[config.mk]
export PLATFORM = sky130hd
export DESIGN_NAME = regfile_dump_reader_flat
export DESIGN_NICKNAME = d
export VERILOG_FILES = /design/src/rtl/regfile_dump_reader_pkg.sv /design/src/rtl/regfile_dump_reader_if.sv /design/src/rtl/regfile_dump_reader_ser.sv /design/src/rtl/regfile_dump_reader.sv /design/src/flat_wrapper.sv
export SDC_FILE = /design/constraint.sdc
export NUM_CORES = 1
export LEC_CHECK = 0
export BUFFER_PORTS_ARGS = -buffer_cell sky130_fd_sc_hd__buf_2
export CORE_UTILIZATION = 30
export CTS_BUF_LIST = sky130_fd_sc_hd__clkbuf_4 sky130_fd_sc_hd__clkbuf_8 sky130_fd_sc_hd__clkbuf_16
export CTS_CLUSTER_SIZE = 28
export DETAILED_ROUTE_END_ITERATION = 10
export PLACE_DENSITY = 0.59
export SLEW_MARGIN = 20
export SYNTH_ARGS = -nofsm -noshare
export SYNTH_HDL_FRONTEND = slang
export SYNTH_SLANG_ARGS = --single-unit
export TNS_END_PERCENT = 1
[constraint.sdc]
create_clock -name clk -period 7.2 [get_ports clk]
set_clock_uncertainty 0.05 [all_clocks]
set_input_delay 2.16 -clock clk [delete_from_list [all_inputs] [get_ports clk]]
set_output_delay 2.16 -clock clk [all_outputs]
set_load 0.02 [all_outputs]
[src/rtl/regfile_dump_reader_pkg.sv]
// Shared constants, state encoding and frame payload for the register-file dump reader.
//   DUMP_FRAME_BYTES : bytes per register frame (index byte + 4 data bytes)
//   dump_state_e     : controller states
//   dump_frame_t     : payload handed to the frame serializer
//   frame_byte()     : byte selector for a frame position
package regfile_dump_reader_pkg;

    localparam int unsigned DUMP_FRAME_BYTES = 5;
    localparam int unsigned BYTE_CNT_W       = 3;

    typedef enum logic [1:0] {
        DUMP_IDLE  = 2'd0,
        DUMP_LATCH = 2'd1,
        DUMP_SEND  = 2'd2,
        DUMP_DONE  = 2'd3
    } dump_state_e;

    typedef struct packed {
        logic [7:0]  idx_byte;
        logic [31:0] data;
    } dump_frame_t;

    // Frame order: index byte, then data most-significant byte first.
    function automatic logic [7:0] frame_byte(input logic [BYTE_CNT_W-1:0] sel,
                                              input dump_frame_t f);
        case (sel)
            3'd0:    frame_byte = f.idx_byte;
            3'd1:    frame_byte = f.data[31:24];
            3'd2:    frame_byte = f.data[23:16];
            3'd3:    frame_byte = f.data[15:8];
            3'd4:    frame_byte = f.data[7:0];
            default: frame_byte = 8'h00;
        endcase
    endfunction

endpackage

[src/rtl/regfile_dump_reader_if.sv]
// Debug read port plus outgoing byte stream of the dump reader.
//   rf_raddr / rf_rdata : combinational register-file debug read port
//   tx_data / tx_valid / tx_ready : valid/ready byte stream toward UART/VGA debug path
// master = dump reader, slave = register file + stream sink.
interface regfile_dump_reader_if #(
    parameter int unsigned ADDR_W = 5,
    parameter int unsigned DATA_W = 32
);
    logic [ADDR_W-1:0] rf_raddr;
    logic [DATA_W-1:0] rf_rdata;
    logic [7:0]        tx_data;
    logic              tx_valid;
    logic              tx_ready;

    modport master (
        output rf_raddr, tx_data, tx_valid,
        input  rf_rdata, tx_ready
    );

    modport slave (
        input  rf_raddr, tx_data, tx_valid,
        output rf_rdata, tx_ready
    );
endinterface

[src/rtl/regfile_dump_reader_ser.sv]
// Frame serializer: emits one 5-byte frame on a valid/ready stream.
//   clk, rst         : clock, async active-high reset
//   load             : start a new frame (index byte comes from frame.idx_byte)
//   flush            : drop the rest of the frame once the current byte is accepted
//   frame            : index byte + data word (data read from byte 1 onward)
//   tx_ready         : sink ready
//   tx_data/tx_valid : stream outputs, held stable until accepted
//   accepted_c       : current byte accepted this cycle
//   last_accepted_c  : final byte of the frame accepted this cycle
module regfile_dump_reader_ser
    import regfile_dump_reader_pkg::*;
(
    input  logic        clk,
    input  logic        rst,
    input  logic        load,
    input  logic        flush,
    input  dump_frame_t frame,
    input  logic        tx_ready,
    output logic [7:0]  tx_data,
    output logic        tx_valid,
    output logic        accepted_c,
    output logic        last_accepted_c
);

    localparam logic [BYTE_CNT_W-1:0] LAST_BYTE = BYTE_CNT_W'(DUMP_FRAME_BYTES - 1);

    logic [BYTE_CNT_W-1:0] byte_cnt;

    assign accepted_c      = tx_valid && tx_ready;
    assign last_accepted_c = accepted_c && (byte_cnt == LAST_BYTE);

    // Byte 0 depends only on the index, so it can be loaded on the same edge
    // that captures the data word; later bytes read the already-captured word.
    always_ff @(posedge clk or posedge rst) begin
        if (rst) begin
            byte_cnt <= '0;
            tx_data  <= 8'h00;
            tx_valid <= 1'b0;
        end else if (load) begin
            byte_cnt <= '0;
            tx_data  <= frame_byte(BYTE_CNT_W'(0), frame);
            tx_valid <= 1'b1;
        end else if (accepted_c) begin
            if (byte_cnt == LAST_BYTE || flush) begin
                byte_cnt <= '0;
                tx_data  <= 8'h00;
                tx_valid <= 1'b0;
            end else begin
                byte_cnt <= BYTE_CNT_W'(byte_cnt + 1'b1);
                tx_data  <= frame_byte(BYTE_CNT_W'(byte_cnt + 1'b1), frame);
            end
        end
    end

endmodule

[src/rtl/regfile_dump_reader.sv]
// Debug reader that walks the register file through its debug read port and
// streams every register as a frame {idx, d[31:24], d[23:16], d[15:8], d[7:0]}.
//   clk, rst : clock, async active-high reset
//   start    : one-cycle dump request, ignored while busy
//   abort    : cancel; immediate in LATCH, after the current byte in SEND
//   busy     : dump in progress
//   done     : one-cycle pulse after the last byte of the last frame
//   bus      : read port + byte stream (master side)
module regfile_dump_reader
    import regfile_dump_reader_pkg::*;
#(
    parameter int unsigned NUM_REGS = 32,
    parameter int unsigned ADDR_W   = 5,
    parameter int unsigned DATA_W   = 32,
    parameter int unsigned SKIP_X0  = 0
) (
    input  logic                  clk,
    input  logic                  rst,
    input  logic                  start,
    input  logic                  abort,
    output logic                  busy,
    output logic                  done,
    regfile_dump_reader_if.master bus
);

    // Frame layout assumes a 32-bit word and an index that fits the index byte.
    if (DATA_W != 32 || ADDR_W == 0 || ADDR_W > 8 || NUM_REGS > (32'd1 << ADDR_W)) begin : g_bad_params
        $error("regfile_dump_reader: unsupported DATA_W/ADDR_W/NUM_REGS combination");
    end

    localparam logic [ADDR_W-1:0] LAST_IDX  = ADDR_W'(NUM_REGS - 1);
    localparam logic [ADDR_W-1:0] FIRST_IDX = (SKIP_X0 != 0) ? ADDR_W'(1) : ADDR_W'(0);

    dump_state_e       state, state_nxt;
    logic [ADDR_W-1:0] idx, idx_nxt;
    logic              abort_pend, abort_pend_nxt;
    logic [DATA_W-1:0] shadow;
    logic              busy_nxt, done_nxt;
    logic [ADDR_W-1:0] raddr_nxt;
    logic              load, flush;
    logic              accepted_c, last_accepted_c;
    dump_frame_t       frame;

    assign frame = '{idx_byte: 8'(idx), data: 32'(shadow)};

    // State register and registered outputs.
    always_ff @(posedge clk or posedge rst) begin
        if (rst) begin
            state        <= DUMP_IDLE;
            idx          <= '0;
            abort_pend   <= 1'b0;
            shadow       <= '0;
            busy         <= 1'b0;
            done         <= 1'b0;
            bus.rf_raddr <= '0;
        end else begin
            state        <= state_nxt;
            idx          <= idx_nxt;
            abort_pend   <= abort_pend_nxt;
            busy         <= busy_nxt;
            done         <= done_nxt;
            bus.rf_raddr <= raddr_nxt;
            // Sampled at the end of LATCH: a write on that same edge is not seen.
            if (state == DUMP_LATCH) begin
                shadow <= bus.rf_rdata;
            end
        end
    end

    // Next-state, index and pending-abort logic.
    always_comb begin
        state_nxt      = state;
        idx_nxt        = idx;
        abort_pend_nxt = abort_pend;
        case (state)
            DUMP_IDLE: begin
                abort_pend_nxt = 1'b0;
                if (start && !abort) begin
                    state_nxt = DUMP_LATCH;
                    idx_nxt   = FIRST_IDX;
                end
            end
            DUMP_LATCH: begin
                state_nxt = abort ? DUMP_IDLE : DUMP_SEND;
            end
            DUMP_SEND: begin
                if (abort) begin
                    abort_pend_nxt = 1'b1;
                end
                if (accepted_c && (abort || abort_pend)) begin
                    state_nxt      = DUMP_IDLE;
                    abort_pend_nxt = 1'b0;
                end else if (last_accepted_c) begin
                    if (idx == LAST_IDX) begin
                        state_nxt = DUMP_DONE;
                    end else begin
                        idx_nxt   = ADDR_W'(idx + 1'b1);
                        state_nxt = DUMP_LATCH;
                    end
                end
            end
            DUMP_DONE: begin
                state_nxt = DUMP_IDLE;
            end
            default: begin
                state_nxt = DUMP_IDLE;
            end
        endcase
    end

    // Output next values and serializer controls.
    always_comb begin
        busy_nxt  = 1'b0;
        done_nxt  = 1'b0;
        raddr_nxt = '0;
        load      = 1'b0;
        flush     = 1'b0;
        busy_nxt  = (state_nxt == DUMP_LATCH) || (state_nxt == DUMP_SEND);
        done_nxt  = (state_nxt == DUMP_DONE);
        if (state_nxt == DUMP_LATCH) begin
            raddr_nxt = idx_nxt;
        end
        load  = (state == DUMP_LATCH) && (state_nxt == DUMP_SEND);
        flush = (state == DUMP_SEND) && (abort || abort_pend);
    end

    regfile_dump_reader_ser u_ser (
        .clk             (clk),
        .rst             (rst),
        .load            (load),
        .flush           (flush),
        .frame           (frame),
        .tx_ready        (bus.tx_ready),
        .tx_data         (bus.tx_data),
        .tx_valid        (bus.tx_valid),
        .accepted_c      (accepted_c),
        .last_accepted_c (last_accepted_c)
    );

endmodule

[src/flat_wrapper.sv]
// flat-port wrapper written by rule: the top's interface ports become plain ports
module regfile_dump_reader_flat import regfile_dump_reader_pkg::*;
#(
    parameter int unsigned NUM_REGS = 32,
    parameter int unsigned ADDR_W   = 5,
    parameter int unsigned DATA_W   = 32,
    parameter int unsigned SKIP_X0  = 0
)
  (clk, rst, start, abort, busy, done, bus_rf_raddr, bus_tx_data, bus_tx_valid, bus_rf_rdata, bus_tx_ready);
  regfile_dump_reader_if #(.ADDR_W(ADDR_W), .DATA_W(DATA_W)) bus_i ();
  input  logic clk;
  input  logic rst;
  input  logic start;
  input  logic abort;
  output logic busy;
  output logic done;
  output wire logic [$bits(bus_i.rf_raddr)-1:0] bus_rf_raddr;
  output wire logic [$bits(bus_i.tx_data)-1:0] bus_tx_data;
  output wire logic [$bits(bus_i.tx_valid)-1:0] bus_tx_valid;
  input wire logic [$bits(bus_i.rf_rdata)-1:0] bus_rf_rdata;
  input wire logic [$bits(bus_i.tx_ready)-1:0] bus_tx_ready;
  assign bus_rf_raddr = bus_i.rf_raddr;
  assign bus_tx_data = bus_i.tx_data;
  assign bus_tx_valid = bus_i.tx_valid;
  assign bus_i.rf_rdata = bus_rf_rdata;
  assign bus_i.tx_ready = bus_tx_ready;
  regfile_dump_reader #(.NUM_REGS(NUM_REGS), .ADDR_W(ADDR_W), .DATA_W(DATA_W), .SKIP_X0(SKIP_X0)) u_core (.clk(clk), .rst(rst), .start(start), .abort(abort), .busy(busy), .done(done), .bus(bus_i));
endmodule
# == Word level (Yosys, flattened, before mapping) ==
# Cells that the tools add are included.
# op_classes
add_sub_neg,2
multipliers,0
div_mod_pow,0
order_cmp,0
eq_ne,13
n_shift,0
n_mux,25
bitwise,0
n_reduce_logical,17
# ops
cell,n
8-bit one-hot mux with 5 select lines,1
5-bit 2-to-1 mux,5
8-bit 2-to-1 mux,3
2-bit 2-to-1 mux,5
5-bit one-hot mux with 2 select lines,1
3-bit 2-to-1 mux,3
"2-bit == test, second input constant",4
2-bit one-hot mux with 4 select lines,1
"3-bit by 2-bit == test with 1-bit output, second input constant",2
"3-bit == test, second input constant",2
1-bit logical AND,6
2-bit nonzero test,3
"5-bit by 1-bit adder with 5-bit output, second input constant",1
"5-bit == test, second input constant",1
1-bit 2-to-1 mux,5
"2-bit by 1-bit == test with 1-bit output, second input constant",2
2-bit AND reduction,2
"3-bit by 1-bit adder with 3-bit output, second input constant",1
"3-bit by 1-bit == test with 1-bit output, second input constant",1
3-bit logical NOT,1
1-bit logical OR,3
"3-bit by 2-bit inequality test with 1-bit output, second input constant",1
2-bit logical NOT,1
1-bit one-hot mux with 2 select lines,1
1-bit logical NOT,1
# totals
regBits,59
latchBits,0
mem_bits_rw,0
romBits,0
out_inout_bits,16
wordCells,67
memories,0

# == Logic depth before layout (Yosys ltp) ==
# Gate-level depths: netlist of run 1.
# logic_depth
word_depth,9
ltp_mapped,11

# == By module ==
# Synthesis of run 1 repeated with hierarchy kept, for this count alone.
# hier_totals
hier_cells,243
hier_area_um2,2817.7
# modules_own_cells
module,instances,cells_per_inst,area_each_um2,seq_area_each_um2
regfile_dump_reader,1,140,1910.6,1176.1
regfile_dump_reader_ser,1,103,907.1,300.3

# == Worst setup path before layout of run 1 ==
# No wires, ideal clock.
# synth_path
path_type,input-to-reg
startpoint,in abort
endpoint,reg u_core.u_ser.tx_data[0]
setup_ns,0.126
arrival_ns,3.722
required_ns,7.024
setup_slack_ns,3.302
cell_stages,9
cell_sequence,o211ai_1 nand2_1 o22a_1 inv_1 ha_1 nand3b_1 o2111a_1 o21a_4 a221o_1
# synth_via
elab_chain_len,7
word_cells_on_any_way,16
# synth_lines
item,line_no,source
"start, declared",flat_wrapper.sv:14,input logic abort;
1-bit logical OR / 1-bit logical NOT (equally long branches),"regfile_dump_reader.sv:90, regfile_dump_reader.sv:78",
1-bit logical AND (on tied branches),"regfile_dump_reader.sv:90, regfile_dump_reader.sv:78",
2-bit 2-to-1 mux (on tied branches),"regfile_dump_reader.sv:90, regfile_dump_reader.sv:78",
2-bit one-hot mux with 4 select lines (*),regfile_dump_reader.sv:75,case (state)
named net u_core.state_nxt[1],regfile_dump_reader.sv:34,"dump_state_e state, state_nxt;"
2-bit == test (*),regfile_dump_reader.sv:123,load = (state == DUMP_LATCH) && (state_nxt == DUMP_SEND);
1-bit logical AND (*),regfile_dump_reader.sv:123,
8-bit 2-to-1 mux / 2-bit nonzero test (equally long branches),n/a,
"end signal, assigned",regfile_dump_reader_ser.sv:41,"tx_data <= frame_byte(BYTE_CNT_W'(0), frame);"
"end signal, assigned",regfile_dump_reader_ser.sv:50,"tx_data <= frame_byte(BYTE_CNT_W'(byte_cnt + 1'b1), frame);"
"end, declared",regfile_dump_reader_ser.sv:19,"output logic [7:0] tx_data,"
# Mark *: on every way through the listed nets, which the timed path passes. The rest lies on a longest branch. The select of a mux whose other input is x is not followed.
# A chain may end at the register's enable or synchronous reset.

# == Worst setup path in the final report of run 1 ==
# layout_path
startpoint,in abort
endpoint,reg u_core.u_ser.tx_data[4]
# Same word-level chain as after synthesis.

==> results, run 1 <==
- Counting flops with a built-in enable in the synthesized netlist gives 0.
- The DRC violation count after routing is 4.
- The last weighted congestion value of the routability-driven placer is 0.8097.
- Setup violations remaining at the end of the flow were counted as 0.
- The kind of start point of the critical path is a primary input.
- In this run the cell area of the synthesized design comes to 0.002785 mm2.
- Global routing used 13.48% of the available tracks across all layers.
- The number of buffers on the longest clock path is 2.
- Counting flops and latches in the post-synthesis netlist gives 59.
- The fraction of final layout cells with drive strength greater than 1 is 38.41%.
- The type of the tightest min-delay check is reg -> reg.
- Counting every sink on the clock net gives 59.
- CTS placed an instance of clkbuf_8 at the clock tree root.
- TritonCTS built the clock tree.
- For this run the aggregate overflow at the end of global routing stands at 0.
- The die covers 0.009674 mm2.
- The number of distinct library cells after synthesis is 38.
- After detailed routing, the met2 layer carries 2.682 mm of wire.
- The worst supply voltage drop on vdd is 129.2 uV.
- The fraction of power spent switching nets is 35.54%.
- Setup repair after global routing left no endpoint under its margin.
- The placed wire-length estimate is 4.327 mm.
- The width of the die is 98.36 um.
- The cell-internal power is 793.1 uW.
- Using the TritonRoute via totals, the vias-per-cell ratio works out to 4.937.
- For this run, the number of Yosys warnings is 0.
- The maximum number of pins on one net before global-route repair is 60.
- The number of H-tree branching levels is 3.
- The net count of the finished layout is 331.
- The core box area is 0.008848 mm2.
- For this design the top-level I/O count stands at 53.
- The dominant register cell in the synthesized netlist is dfrtp_1.
- The insertion delay to the later sink of the worst-skew pair is 0.34 ns.
- The synthesized netlist net count is 278.
- Gates resized during post-CTS repair numbered 0.
- The highest clock frequency the design can meet is 251.5 MHz.
- In this run the remaining antenna-violating nets after routing total 0.
- The slew at the pin closest to its max-slew limit is 0.7391 ns.
- The wire length on met1 is 2.857 mm.
- The met3 layer wire length in the routed design is 417 um.
- The flow ran to the end, but the final reports show violations.
- The number of optimization iterations in the first detailed-route pass is 8.
- The analysis attributes to cell leakage a power of 1.561 nW.
- The clock-pin slew reported for the worst setup and hold paths after clock tree synthesis is 0.07 ns.
- The count of buffers added on input and output ports is 52.
- The number of global-route vias before repair was 1968.
- The checks that failed: design-rule violations.
- The worst endpoint data arrival time is 4.14 ns.
- The worst setup path is of the in -> reg kind.
- The clock network accounts for 21.8% of the total power.
- The hold slack is 0.4597 ns.
- The total count of max-transition violations in the final report came to 0.
- The number of antenna violations at the first check in global routing is 0.
- The top layer used by detailed routing is met4.
- The critical path capture point type is a flip-flop.
- From synthesis to final layout, the design area changed by 19.09%.
- For this design, the CTS-stage hold fixing added 0 buffers.
- The power density normalized to cell area is 370.9 mW/mm2.
- The number of hold-slack violations in the final timing report is 0.
- Counting the buffers created by CTS gives 9.
- The first global-routing pass estimated 9.949 mm of wire.
- The max-capacitance violation count is 0.
- In this run, the number of DRC markers left after iteration 0 of detailed routing was 176.
- The number of setup buffers added after CTS is 0.
- The peak fanout along the critical path is 8.
- The synthesized instance count is 231.
- The share of total power dissipated in combinational logic is 35.1%.
- Measured against its own limit, the worst slew margin works out to 50.72%.
- In the finished design, the share of the clock period the worst path needs comes to 55.23%.
- For the worst setup path, the data required time is 7.36 ns.
- In this run, flip-flops and latches consume 43.2% of the power.
- The site row count is 34.
- The antenna diode instance count is 0.
- The vias after detailed routing is 1960.
- Wires add up to 6.019 mm.
- The vertical extent of the die is 98.36 um.
- Setup total negative slack on the finished layout was measured at 0 ns.
- The register area share after synthesis is 53.01%.
- The number of filler instances in the final layout is 884.
- The net switching component of the power is 437.2 uW.
- The routed design could run at a clock period as short as 3.977 ns.
- Dividing the detail-routed wire length by the instance count gives 15.16 um.
- The average instance in the mapped netlist occupies 12.06 um2.
- For this configuration, the core starts out at a cell density of 31.48%.
- Of all flip-flops after synthesis, the portion carrying an async set or reset was 100.0%.
## through the flow
step	instance area (um2)	worst slack (ns)	std cells	util, %	total power, mW
3_3_place_gp	3138	2.978	381	35.46	0.9657
4_1_cts	3317	3.239	397	37.49	1.245
3_5_place_dp	3138	2.877	381	35.46	0.9736
6_report	3317	3.223	397	37.49	1.230
5_1_grt	3317	3.071	397	37.49	1.320
2_1_floorplan	2785	3.302	231	-	0.8502
## routing by layer
metal | vias to the layer above | track usage, %
met5 | - | 0
met4 | 0 | 6.659
met3 | 4 | 3.579
met2 | 61 | 19.34
met1 | 935 | 18.75
li1 | 960 | -
## layout by cell type (no fill, tap or decap), types with 5 or more instances in the layout
cell type  synthesis  layout
a21oi_1            5       5
a221o_1            5       5
a222oi_1           8       8
and2_1             8       8
and3_1             7       7
buf_2              4      52
clkbuf_8           0      10
dfrtp_1           59      59
ha_1              10      10
inv_1              9       8
mux2_2            32      32
nand2_1           13      13
nand3_1           16      16
o211ai_1           6       6
o21ai_0            8       8
## cells in the mapped netlist, types with 2 or more instances
cell type | count | share of area (%)
dfrtp_1 | 59 | 53
mux2_2 | 32 | 13
nand3_1 | 16 | 2.9
nand2_1 | 13 | 1.8
ha_1 | 10 | 4.5
inv_1 | 9 | 1.2
a222oi_1 | 8 | 2.9
and2_1 | 8 | 1.8
o21ai_0 | 8 | 1.4
and3_1 | 7 | 1.6
o211ai_1 | 6 | 1.6
a21oi_1 | 5 | 0.90
a221o_1 | 5 | 1.8
buf_2 | 4 | 0.72
clkbuf_1 | 4 | 0.54
a22o_2 | 3 | 1.1
buf_1 | 3 | 0.40
mux2i_1 | 3 | 1.1
nand2b_1 | 3 | 0.67
nand4_1 | 3 | 0.67
nor2_1 | 3 | 0.40
a31oi_1 | 2 | 0.45
o2bb2ai_1 | 2 | 0.63
## power by group through the flow
| stage | clock (mW) | combinational, mW | sequential (mW) |
|---|---|---|---|
| 2_1_floorplan | 0 | 0.313 | 0.537 |
| 3_3_place_gp | 0 | 0.430 | 0.535 |
| 6_report | 0.268 | 0.431 | 0.531 |
| 5_1_grt | 0.291 | 0.479 | 0.550 |
| 4_1_cts | 0.275 | 0.437 | 0.532 |
| 3_5_place_dp | 0 | 0.435 | 0.538 |
## cell families after synthesis
family	synth area share [%]
DFF	53.01
muxes	14.02
and+or+nand+nor	11.68
xor gates and xnor gates	0.8987
AOI/OAI and AO/OA	12.62
adders and majority gates	4.492
buffers and inverters	3.279
## final cells by class
cell class	count	area [um2]	share of cell area (%)
flip-flops and latches	59	1476	44.51
multi-input cells	151	1217	36.70
repair buffers	54	275.3	8.299
clock buffers	10	137.6	4.149
well taps	108	135.1	4.074
clock inverters	6	41.29	1.245
inverters	9	33.78	1.018
## registers in the layout, indices dropped and copies added (netlist names)
signal,cells
u_core.state,2
u_core.shadow,32
u_core.u_ser.byte_cnt,3
u_core.abort_pend,1
u_core.u_ser.tx_data,8
u_core.idx,5
u_core.bus.rf_raddr,5
u_core.busy,1
u_core.u_ser.tx_valid,1
u_core.done,1
## worst max-delay path: stages
cell and delay [ns]:
buf_2 0.13, o211ai_1 0.30, nand2_1 0.13, o22a_1 0.20, inv_1 0.10, ha_1 0.17, nand3b_1 0.20, o2111a_1 0.28
o21a_4 0.18, a221o_1 0.29
## path summary, 6_finish.rpt
kind | startpoint | cells past startpoint | slack, ns | endpoint
worst min-delay path | u_core.u_ser.tx_data[6]$_DFFE_PP0P_ | 1 | 0.46 | u_core.u_ser.tx_data[6]$_DFFE_PP0P_
worst min register to register | u_core.u_ser.tx_data[6]$_DFFE_PP0P_ | 1 | 0.46 | u_core.u_ser.tx_data[6]$_DFFE_PP0P_
worst max-delay path | abort | 10 | 3.22 | u_core.u_ser.tx_data[4]$_DFFE_PP0P_
max in group asynchronous | rst | 3 | 4.64 | u_core.shadow[3]$_DFFE_PP0N_
min in group asynchronous | rst | 3 | 1.98 | u_core.busy$_DFF_PP0_
worst max register to register | u_core.u_ser.byte_cnt[0]$_DFFE_PP0P_ | 11 | 4.46 | u_core.u_ser.tx_data[4]$_DFFE_PP0P_
(Power assumes the default switching activity.)
==> run 2: changes to the inputs <==
--- a/config.mk
+++ b/config.mk
@@ -10,7 +10,7 @@
 export CTS_BUF_LIST = sky130_fd_sc_hd__clkbuf_4 sky130_fd_sc_hd__clkbuf_8 sky130_fd_sc_hd__clkbuf_16
 export CTS_CLUSTER_SIZE = 28
 export DETAILED_ROUTE_END_ITERATION = 10
-export PLACE_DENSITY = 0.59
+export PLACE_DENSITY = 0.61
 export SLEW_MARGIN = 20
 export SYNTH_ARGS = -nofsm -noshare
 export SYNTH_HDL_FRONTEND = slang
==> constraint.sdc (replaced) <==
create_clock -name clk -period 3.5 [get_ports clk]
set_clock_uncertainty 0.05 [all_clocks]
set_input_delay 1.05 -clock clk [delete_from_list [all_inputs] [get_ports clk]]
set_output_delay 1.05 -clock clk [all_outputs]
set_load 0.02 [all_outputs]
==> results, run 2 (synthesis results as in run 1) <==
- The flow ran to the end, but the final reports show violations.
- The final reports fail on design-rule violations.
- Once the floorplan was initialized, standard cells occupied 31.48% of the core.
- Data on the critical path is required at its endpoint by 3.65 ns.
- The width of the die is 98.36 um.
- The average detailed-routed wire length per instance is 15.03 um.
- In the final layout, the registers with the most flip-flops are u_core.shadow x32, u_core.u_ser.tx_data x8.
- The register with the most flip-flops in the layout has 32 of them.
- In the routed design, unresolved DRC markers number 3.
- The critical path is of the in -> reg type.
- The worst supply voltage drop on vdd is 289.2 uV.
- The most common cell after layout, fill and taps aside is dfrtp_1.
- The detailed router finished its first iteration with 173 violations.
- The insertion delay to the later sink of the worst-skew pair is 0.33 ns.
- Summed over all layers, the routed wires come to 5.981 mm.
- The area growth from synthesis to layout is 20.40%.
- The worst hold path begins at u_core.u_ser.tx_data[6]$_DFFE_PP0P_.
- The critical path starts at abort.
- The clock-pin slew reported for the worst setup and hold paths after clock tree synthesis is 0.07 ns.
- The capture endpoint of the worst hold path is u_core.u_ser.tx_data[6]$_DFFE_PP0P_.
- The number of H-tree branching levels is 3.
- Setup repair after global routing left no endpoint under its margin.
- TritonCTS built the clock tree.
- The worst path uses 82.89% of the clock period.
- The accumulated negative setup slack is 0 ns.
- The root buffer cell chosen for the clock tree is clkbuf_8.
- The overall track demand over capacity in global routing is 13.60%.
- The count of pins on the block boundary is 53.
- The number of buffers on the longest clock path is 2.
- The count of cells along the worst register-to-register path is 11.
- Using the TritonRoute via totals, the vias-per-cell ratio works out to 4.960.
- The library cells used most frequently in the layout, excluding fill and tap cells, are dfrtp_1 (59), buf_2 (52), mux2_2 (32), nand3_1 (16), nand2_1 (13).
- The wire length of the first global-routing pass is 10.16 mm.
- For this run, the detailed router's first-pass iteration total came to 7.
- The analysis attributes to cell leakage a power of 1.591 nW.
- The die footprint is 0.009674 mm2.
- Counting the buffers created by CTS gives 9.
- The vias after detailed routing is 1974.
- The number of setup buffers added after CTS is 0.
- The critical path capture point type is a flip-flop.
- The maximum number of pins on one net before global-route repair is 38.
- The worst endpoint data arrival time is 3.05 ns.
- The total setup violations reported at the end of the flow is 0.
- The number of global-route vias before repair came to 2026.
- The placed wire-length estimate is 4.399 mm.
- 0 antenna diodes ended up in the layout.
- The number of hold-slack violations in the final timing report came to 0.
- The post-route netlist has 38.62% of its cells at a drive strength greater than 1.
- The initialized floorplan defines 34 standard-cell rows.
- The reg2reg setup slack is 0.75 ns.
- The congestion estimate from routability-driven global placement came to 0.8088.
- Clock tree synthesis found a total of 59 sinks.
- The total count of max-transition violations in the final report is 0.
- STA classifies the critical path startpoint as a primary input.
- The slew at the pin closest to its max-slew limit is 0.6584 ns.
- Summed over all layers, the global routing overflow is 0.
- The number of hold-repair buffers added at the cts stage is 0.
- The power density normalized to cell area is 780.7 mW/mm2.
- Once detail routing completed, the nets flagged for antenna violations numbered 0.
- The worst reg2reg path endpoint is u_core.u_ser.tx_data[1]$_DFFE_PP0P_.
- The critical register-to-register path startpoint is u_core.u_ser.byte_cnt[0]$_DFFE_PP0P_.
- Across the run, the number of max-cap violations was 0.
- The vertical extent of the die is 98.36 um.
- Along the worst hold path, the cell count comes to 1.
- The quantity of I/O buffers inserted on ports is 52.
- The share of the core filled with cells is 37.90%.
- In this run the worst path has a maximum fanout of 8.
- At the end of the flow, the number of nets in the layout was 332.
- In this run the tightest slew margin relative to its limit is 56.07%.
- The register bank with the most flops is u_core.shadow.
- The highest clock frequency the design can meet is 344.7 MHz.
- The worst path in the final design needs a cycle of 2.901 ns, including I/O delays and setup.
- The total area inside the core boundary comes to 0.008848 mm2.
- The number of antenna violations at the first check in global routing is 0.
- Gates resized during post-CTS repair numbered 0.
- The number of filler instances in the final layout is 891.
- The type of the tightest min-delay check is reg -> reg.
-- run 2: critical path, cell delays in order --
cell      delay [ns]
buf_2           0.13
o211ai_1        0.31
nand2_1         0.14
o22a_1          0.20
inv_1           0.11
ha_1            0.17
nand3b_1        0.19
o2111a_1        0.27
o21a_4          0.18
a221o_1         0.30
-- run 2: layout make-up --
class	instances	area [um2]	area share, %
Sequential cell	59	1476	44.03
Multi-Input combinational cell	151	1217	36.31
Timing Repair Buffer	55	282.8	8.433
Clock buffer	12	158.9	4.739
Tap cell	108	135.1	4.030
Clock inverter	4	48.80	1.455
Inverter	9	33.78	1.007
-- run 2: metal layers --
metal	GRT usage, %	share of wire (%)	up-vias	wire (um)
met2	19.88	44	54	2660
met5	0	0	-	0
met1	18.83	48	945	2885
met4	6.889	1.6	0	97
li1	-	-	967	-
met3	3.150	5.7	8	338
-- run 2: worst max-delay path by stage --
stage / end / slack, ns
after floorplan: u_core.u_ser.tx_data[0]$_DFFE_PP0P_ / 0.71
after global placement: u_core.u_ser.tx_data[1]$_DFFE_PP0P_ / 0.39
after detailed placement: u_core.u_ser.tx_data[4]$_DFFE_PP0P_ / 0.28
after CTS: u_core.u_ser.tx_data[1]$_DFFE_PP0P_ / 0.63
after global routing: u_core.u_ser.tx_data[1]$_DFFE_PP0P_ / 0.44
final: u_core.u_ser.tx_data[1]$_DFFE_PP0P_ / 0.60
-- run 2: report_power, final --
part           internal (mW)  switching [mW]  total [mW]
Combinational          0.420           0.468       0.889
Sequential             0.938           0.161        1.10
Clock                  0.374           0.255       0.630
Total                   1.73           0.885        2.62
-- run 2: through the flow --
step                hold WS, ns  worst slack (ns)  cell area (um2)  power, mW  std cells
floorplan                0.4283            0.7124             2785      1.749        231
global placement         0.4375            0.3886             3146      1.987        382
detailed placement       0.4398            0.2847             3146      2.009        382
CTS                      0.4562            0.6282             3353      2.654        398
global route             0.4744            0.4369             3353      2.805        398
finish                   0.4557            0.5987             3353      2.618        398
==> run 3: changes to the inputs <==
==> constraint.sdc (replaced) <==
create_clock -name clk -period 2.63 [get_ports clk]
set_clock_uncertainty 0.05 [all_clocks]
set_input_delay 0.789 -clock clk [delete_from_list [all_inputs] [get_ports clk]]
set_output_delay 0.789 -clock clk [all_outputs]
set_load 0.02 [all_outputs]
==> results, run 3 (synthesis results as in run 1) <==
- The run finished with clean final reports.
- The total number of nets in the final design is 340.
- The later pin in the worst-skew pair is clocked with a latency of 0.34 ns.
- The die is 98.36 um tall.
- The vias after detailed routing is 2026.
- In the global route stage, met3 resource usage came out at 4.366%.
- The number of routed nets with antenna violations is 0.
- Grouping stages by cell kind, the critical path spends the most delay in compound AO/OA/AOI/OAI gates.
- The remaining global-route overflow is 0.
- The floorplan step defined a die boundary enclosing 0.009674 mm2.
- The path class of the tightest hold or removal check is in -> async.
- The tree is rooted in a clkbuf_8.
- The number of buffers on the longest clock path is 2.
- At the end of the flow the core is filled with cells to 38.70%.
- The synthesis-to-finish area growth is 22.96%.
- Of all nets on the critical path, the largest fanout is 8.
- Clock-pin slew was measured on the worst setup and hold paths at 0.07 ns.
- The number of setup buffers added after CTS is 0.
- Entering global routing, the biggest net connects 39 pins.
- In the final layout, the registers with the most flip-flops are u_core.shadow x32, u_core.u_ser.tx_data x8.
- Leaving out fill and tap cells, the most frequent cells in the layout are dfrtp_1 (58), buf_2 (52), mux2_2 (32), nand3_1 (16), nand2_1 (13).
- The pre-antenna-repair detailed-routing pass consisted of 7 iterations.
- Walking the worst path, the cells encountered are inv_1 -> ha_1 -> and4_2 -> and2_1 -> o22a_1 -> inv_1 -> ha_1 -> nand3b_1 -> o2111a_1 -> o21a_4 -> a221o_1.
- Input and output buffers added on the ports amount to 52.
- The number of antenna violations at the first check in global routing is 0.
- The floorplan has 34 rows.
- The initial utilization of the core area, before any placement, comes to 31.48%.
- The met2 track utilization from global routing is 20.64%.
- Counting I/O delays and the setup requirement, the final critical path takes 2.452 ns.
- The total count of max-transition violations in the final report is 0.
- The first global-routing pass estimated 10.05 mm of wire.
- Across the VDD grid, the largest voltage drop is 343.8 uV.
- The power density normalized to cell area is 1034 mW/mm2.
- Based on the critical path, the design can be clocked at up to 407.8 MHz.
- The H-tree generated during clock tree synthesis spans 3 levels.
- The count of pins on the block boundary is 53.
- Of the cells placed in the final design, the portion with a size suffix greater than 1 is 40.60%.
- The remaining max-slew budget at the tightest pin is 57.83%.
- The ratio of final minimum period to clock period is 93.24%.
- In this design, the stage delay of the slowest critical-path cell is 0.40 ns.
- The core box area is 0.008848 mm2.
- The number of hold-slack violations in the final timing report is 0.
- Across the run, the number of max-cap violations was 0.
- The total power is 3.542 mW.
- The critical path capture point type is a flip-flop.
- The clock sink total is 59.
- The CTS tree is built.
- 0 antenna diodes ended up in the layout.
- After layout, the worst setup slack is 0.1779 ns.
- The fraction of met1 tracks used by global routing is 18.01%.
- For the pin with the worst max-slew slack, the measured transition is 0.6320 ns.
- The DRC violation count after routing is 0.
- Setup repair after global routing left no endpoint under its margin.
- The class of the most critical setup path is reg -> reg.
- The overall track demand over capacity in global routing is 13.66%.
- The number of global-route vias before repair is 2004.
- In this run, CTS created clock tree buffers numbering 9.
- Post-CTS repair changed the size of 0 cells.
- Setup violations remaining at the end of the flow were counted as 0.
- The violation count after the first detailed-routing iteration is 160.
- Before CTS, the worst setup slack after placement is 0.03681 ns.
- The worst endpoint data arrival time is 2.63 ns.
- The kind of start point of the critical path is a flip-flop.
- The most common cell after layout, fill and taps aside is dfrtp_1.
- The number of hold-repair buffers added at the cts stage is 0.
- The largest individual stage delay along the critical path comes from the cell dfrtp_1.
- At the worst endpoint, the required time is 2.81 ns.
- The final layout contains routed wiring with a total length of 6.118 mm.
- Dividing the detail-routed wire length by the instance count gives 15.07 um.
- The accumulated negative setup slack is 0 ns.
- The last weighted congestion value of the routability-driven placer is 0.7800.
- Measured along the x axis, the die boundary spans 98.36 um.
- The leakage dissipation is 1.625 nW.
- In the routed layout, each cell is associated on average with a via count of 4.990.
- met2 is the most crowded layer.
- Summed over all nets, the half-perimeter wirelength after detailed placement is 4.508 mm.
- The register with the most flip-flops in the layout has 32 of them.
- The buffering stage count on the worst path with inverters included is 2.
- The register bank with the most flops is u_core.shadow.
==> run 3: changes by cell type in the layout (fill, tap and decap cells not counted) <==
cell        before  now
clkbuf_8        11    9
buf_12           0    1
dfrtp_1         59   58
clkinvlp_4       0    1
clkinv_2         2    0
clkbuf_4         1    0
buf_4            3   10
dfrtp_2          0    1
inv_6            0    4
==> run 3: layout make-up <==
| class | instances | area [um2] |
|---|---|---|
| Fill cell | 888 | 5424 |
| Sequential cell | 59 | 1478 |
| Multi-Input combinational cell | 151 | 1217 |
| Timing Repair Buffer | 63 | 355.3 |
| Tap cell | 108 | 135.1 |
| Clock buffer | 9 | 123.9 |
| Clock inverter | 7 | 81.33 |
| Inverter | 9 | 33.78 |
==> run 3: metrics by stage <==
step / hold slack, ns / std cells / cell area [um2]
2_1_floorplan: 0.4283 / 231 / 2785
3_3_place_gp: 0.4366 / 390 / 3218
3_5_place_dp: 0.4442 / 390 / 3218
4_1_cts: 0.4082 / 406 / 3423
5_1_grt: 0.4506 / 406 / 3425
6_report: 0.4039 / 406 / 3425
==> run 3: report_power, final <==
part | internal (mW) | leakage (nW) | total [mW] | switching (mW)
clock | 0.451 | 0.101 | 0.852 | 0.401
combinational | 0.597 | 0.787 | 1.23 | 0.630
sequential | 1.25 | 0.737 | 1.46 | 0.215
total | 2.30 | 1.62 | 3.54 | 1.25
==> run 3: worst register-to-register path, delay by kind of cell (launching register included) <==
kind	cells	cell delay [ns]
AO/OA/AOI/OAI	4	0.82
adder cells (fa/ha/maj)	2	0.40
buffers and inverters	2	0.19
flip-flops	1	0.40
AND/OR/NAND/NOR	3	0.47
==> run 3: path summary, 6_finish.rpt <==
kind                                                           start                             endpoint  slack [ns]  cells after the start
worst min register to register         u_core.shadow[26]$_DFFE_PP0N_        u_core.shadow[26]$_DFFE_PP0N_        0.46                      1
min in group clk                       u_core.shadow[26]$_DFFE_PP0N_        u_core.shadow[26]$_DFFE_PP0N_        0.46                      1
max in group asynchronous                                        rst              u_core.idx[0]$_DFF_PP0_        1.55                      3
worst max-delay path            u_core.u_ser.byte_cnt[0]$_DFFE_PP0P_  u_core.u_ser.tx_data[4]$_DFFE_PP0P_        0.18                     11
worst max register to register  u_core.u_ser.byte_cnt[0]$_DFFE_PP0P_  u_core.u_ser.tx_data[4]$_DFFE_PP0P_        0.18                     11
worst min-delay path                                             rst        u_core.shadow[10]$_DFFE_PP0N_        0.40                      2
==> run 3: per-layer routing <==
layer | wire [um] | share of wire, %
met5 | 0 | 0
met3 | 328 | 5.4
met4 | 112 | 1.8
met1 | 2943 | 48
met2 | 2734 | 45
